### src/rtl/demux_router.sv
// demux_router: 1-to-NR_OUT registered demux with a one-entry holding slot per output channel.
// Optional DEMUX_ROUTER_STATS_EN adds a saturating xfer_cnt of accepted in-range beats.
module demux_router #(
  parameter int NR_OUT   = 4,
  parameter int KEY_LEN  = 2,
  parameter int DATA_LEN = 2
) (
  input  logic                         clk,
  input  logic                         rst,
  input  logic                         in_valid,
  output logic                         in_ready,
  input  logic [KEY_LEN-1:0]           in_sel,
  input  logic [DATA_LEN-1:0]          in_data,
  output logic [NR_OUT-1:0]            out_valid,
  input  logic [NR_OUT-1:0]            out_ready,
  output logic [NR_OUT*DATA_LEN-1:0]   out_data,
  output logic                         sel_err
`ifdef DEMUX_ROUTER_STATS_EN
  ,
  output logic [15:0]                  xfer_cnt
`endif
);
  logic              in_range;
  logic              sel_full;
  logic              sel_rdy;
  logic              fire;
  logic [NR_OUT-1:0] fill;
  logic [NR_OUT-1:0] drain;
  assign in_range = (KEY_LEN+1)'(in_sel) < (KEY_LEN+1)'(NR_OUT);
  assign fire     = in_valid & in_ready;
  always_comb begin
    sel_full = 1'b0;
    sel_rdy  = 1'b0;
    fill     = '0;
    drain    = '0;
    for (int n = 0; n < NR_OUT; n++) begin
      if (in_sel == KEY_LEN'(n)) begin
        sel_full = out_valid[n];
        sel_rdy  = out_ready[n];
      end
      fill[n]  = fire & in_range & (in_sel == KEY_LEN'(n));
      drain[n] = out_valid[n] & out_ready[n];
    end
    in_ready = ~in_range | ~sel_full | sel_rdy;
  end
  // Fill wins over drain so a full slot being drained can take the next beat without a bubble.
  always_ff @(posedge clk or posedge rst) begin
    if (rst) begin
      out_valid <= '0;
      out_data  <= '0;
      sel_err   <= 1'b0;
    end else begin
      sel_err <= in_valid & ~in_range;
      for (int n = 0; n < NR_OUT; n++) begin
        if (fill[n]) begin
          out_valid[n]                        <= 1'b1;
          out_data[n*DATA_LEN +: DATA_LEN]    <= in_data;
        end else if (drain[n]) begin
          out_valid[n] <= 1'b0;
        end
      end
    end
  end
`ifdef DEMUX_ROUTER_STATS_EN
  always_ff @(posedge clk or posedge rst) begin
    if (rst) xfer_cnt <= '0;
    else if (fire && in_range && xfer_cnt != 16'hFFFF) xfer_cnt <= xfer_cnt + 16'd1;
  end
`endif
endmodule
### config.mk
export PLATFORM = sky130hd
export DESIGN_NAME = demux_router
export DESIGN_NICKNAME = d
export VERILOG_FILES = /design/src/rtl/demux_router.sv
export SDC_FILE = /design/constraint.sdc
export NUM_CORES = 1
export LEC_CHECK = 0
export BUFFER_PORTS_ARGS = -buffer_cell sky130_fd_sc_hd__buf_2
export CAP_MARGIN = 10
export CORE_MARGIN = 3
export CORE_UTILIZATION = 42
export CTS_BUF_LIST = sky130_fd_sc_hd__clkbuf_8
export CTS_CLUSTER_SIZE = 24
export DETAILED_ROUTE_END_ITERATION = 10
export PLACE_DENSITY = 0.79
export SYNTH_ARGS = -nofsm -noshare
export SYNTH_HDL_FRONTEND = slang
export SYNTH_SLANG_ARGS = --single-unit
### constraint.sdc
create_clock -name clk -period 1 [get_ports clk]
set_input_delay 0.1 -clock clk [delete_from_list [all_inputs] [get_ports clk]]
set_output_delay 0.1 -clock clk [all_outputs]
set_load 0.01 [all_outputs]
==> flow_metrics.env <==
export IMPL_start_util_pct=46.9
export IMPL_synth_yosys_seq_area_share_pct=54.7
export IMPL_crit_family="multiplexers"
export IMPL_place_congestion=0.807
export IMPL_p_int_mw=1.10
export IMPL_ys_types=17
export IMPL_crit_required_ns=0.90
export IMPL_synth_commonest_cells="dfrtp_1 (12), mux2_1 (6), nand2_1 (4), nand2b_1 (4), mux2_4 (2)"
export IMPL_max_freq_ghz=0.714
export IMPL_synth_top_area_cell="dfrtp_1"
export IMPL_dieArea_mm2=0.00178
export IMPL_synth_top_area_share_pct=54.7
export IMPL_power_switching_mw=0.363
export IMPL_postLayoutSetupSlackWorst_ns=-0.401
export IMPL_clock_sinks=12
export IMPL_muxShareOfSynthArea_pct=21.9
export IMPL_p_seq_share_pct=41.5
export IMPL_netlist_area_um2=549
export IMPL_synth_adder_area_share_pct=0
export IMPL_route_met3_wl_um=85
export IMPL_whs_ns=0.148
export IMPL_combPwrFrac_pct=23.2
export IMPL_p_sw_share_pct=24.8
export IMPL_synth_top_family_by_area="multiplexers"
export IMPL_grt_start_max_net_pins=13
export IMPL_num_nets_final=83
export IMPL_grt_usage_pct=15.2
export IMPL_antenna_diode_count=0
export IMPL_hp_class="primary input to flip-flop"
export IMPL_synth_most_common_cell="dfrtp_1"
export IMPL_critPathMaxFanout=2
export IMPL_drt_met1_wl_um=511
export IMPL_fp_dieW_um=42.2
export IMPL_cts_buffer_depth=2
export IMPL_grt_overflow_total=0
export IMPL_critPathLaunchType="flip-flop"
export IMPL_drt_total_wl_um=1270
export IMPL_via_per_inst=4.89
export IMPL_top_layer="met3"
export IMPL_instances_no_fill=85
export IMPL_min_period_ns=1.40
export IMPL_power_per_cell_area_mw_per_mm2=1820
export IMPL_synth_edf_count=0
export IMPL_clock_skew_ns=0.00547
export IMPL_hold_viol=0
export IMPL_cts_clk_slew_worst_paths_ns=0.05
export IMPL_core_area_mm2=0.00117
export IMPL_numPortBuffers=23
export IMPL_path_cells="nand2b_1, mux4_2, buf_6"
export IMPL_p_clk_share_pct=35.3
export IMPL_wire_per_inst_um=14.9
export IMPL_setup_viol=9
export IMPL_dpl_hpwl_um=893
export IMPL_io_pins=25
export IMPL_status="finished with violations"
export IMPL_drt_iter0_markers=4
export IMPL_finalMaxSlewViolations=0
export IMPL_endpoint_kind="output port"
export IMPL_cts_buffers_inserted=3
export IMPL_cap_viol_max_count=0
export IMPL_rows=12
export IMPL_fin_util_pct=69.0
export IMPL_critPathMaxStageDelay_ns=0.49
export IMPL_slowest_stage="mux4_2"
export IMPL_dpl_cell_count=76
export IMPL_cts_max_level=1
export IMPL_antenna_found_initial=0
export IMPL_synth_ff_type="dfrtp_1"
export IMPL_synthArstFlopShare_pct=100
export IMPL_rsz0062_at_grt="true"
export IMPL_leakage_nw=0.431
export IMPL_peakVddDrop_v=0.000998
export IMPL_finalInstanceArea_um2=808
export IMPL_dr_pass1_iters=4
export IMPL_synthSimpleGateAreaFrac_pct=19.8
export IMPL_die_h_um=42.2
export IMPL_grt_pass1_vias=472
export IMPL_violations="setup timing"
export IMPL_cp_buffers_inverters=1
export IMPL_arrival_ns=1.30
export IMPL_cts_tree="yes"
export IMPL_synth_area_leaders="dfrtp_1 (55%), mux2_1 (12%), mux2_4 (5.5%)"
export IMPL_min_period_over_period_pct=140
export IMPL_clock_root_buffer="clkbuf_8"
export IMPL_crit_type="flip-flop to output port"
export IMPL_synth_compound_area_share_pct=0.911
export IMPL_ys_seq_elements=12
export IMPL_wl_met2_um=669
export IMPL_grt_pass1_wl_um=2070
export IMPL_ant_nets=0
export IMPL_placed_cell_area_um2=687
export IMPL_tns_ns=-1.72
export IMPL_syn_nets=51
export IMPL_drc_errors=0
export IMPL_clk_insertion_delay_late_ns=0.24
export IMPL_syn_area_per_cell_um2=13.7
export IMPL_synth_xor_area_share_pct=0
export IMPL_syn2layout_area_growth_pct=47.2
export IMPL_ys_warn_count=0
export IMPL_vias=416
export IMPL_synthCells=40
export IMPL_drive_above_1_share_pct=62.0
==> worst paths after layout <==
kind | from | end | slack (ns) | depth (start not counted)
max | out_valid[3] | in_ready | -0.40 | 3
min | in_data[1] | out_data[3] | 0.15 | 2
max reg2reg | out_valid[2] | out_data[5] | -0.20 | 4
min reg2reg | out_data[3] | out_data[3] | 0.49 | 1
max in group asynchronous | rst | out_data[1] | 0.27 | 3
min in group asynchronous | rst | out_valid[0] | 0.41 | 3
==> layer usage <==
metal | GRT usage (%) | vias up
met5 | 0 | -
met3 | 4.72 | 0
li1 | - | 196
met1 | 17.3 | 203
met4 | 5.59 | 0
met2 | 26.4 | 17
==> area by class of cell <==
type	instances	area, um2
timing repair buffer	28	165
sequential	12	300
multi-input combinational	26	267
clock buffer	4	55.1
tap	14	17.5
inverter	1	3.75
fill	89	363
==> power by group through the flow <==
stage | logic (mW) | registers (mW) | clock network (mW)
after floorplan | 0.129 | 0.654 | 0
after global placement | 0.292 | 0.613 | 0
after detailed placement | 0.304 | 0.616 | 0
after CTS | 0.343 | 0.611 | 0.530
after global routing | 0.366 | 0.621 | 0.563
final | 0.341 | 0.610 | 0.518
==> repair_timing <==
item,4_1_cts,5_1_grt
endpoints found under the hold margin,12,0
endpoints found under the setup margin,9,9
hold buffers,1,0
buffers inserted,5,3
resized for setup,5,1
==> registers in the layout, indices dropped and copies added, names as in the netlist <==
| name | flops |
|---|---|
| out_valid | 4 |
| out_data | 8 |
==> placed cells by master (no fill, tap or decap) <==
| cell type | count |
|---|---|
| buf_6 | 2 |
| nand2_1 | 4 |
| nand3_1 | 1 |
| conb_1 | 1 |
| nand2_2 | 1 |
| dlygate4sd3_1 | 1 |
| o21ai_0 | 1 |
| nand2b_1 | 4 |
| nor2b_4 | 2 |
| mux2_1 | 2 |
| and3_4 | 1 |
| buf_2 | 22 |
| clkbuf_8 | 4 |
| mux4_2 | 1 |
| nor3b_2 | 1 |
| buf_4 | 3 |
| mux2_4 | 6 |
| nand3b_4 | 1 |
| dfrtp_1 | 12 |
| inv_1 | 1 |
==> stage by stage <==
| stage | power (mW) | setup slack [ns] |
|---|---|---|
| 2_1_floorplan | 0.784 | -0.135 |
| 3_3_place_gp | 0.905 | -0.123 |
| 3_5_place_dp | 0.920 | -0.158 |
| 4_1_cts | 1.48 | -0.361 |
| 5_1_grt | 1.55 | -0.435 |
| 6_report | 1.47 | -0.401 |
==> cell families after synthesis <==
| group | count (synthesis) |
|---|---|
| buffers and inverters | 2 |
| other | 1 |
| and+or+nand+nor | 15 |
| muxes | 9 |
| DFF | 12 |
| AOI/OAI and AO/OA | 1 |
No activity file was read; power rests on OpenSTA's default activity.
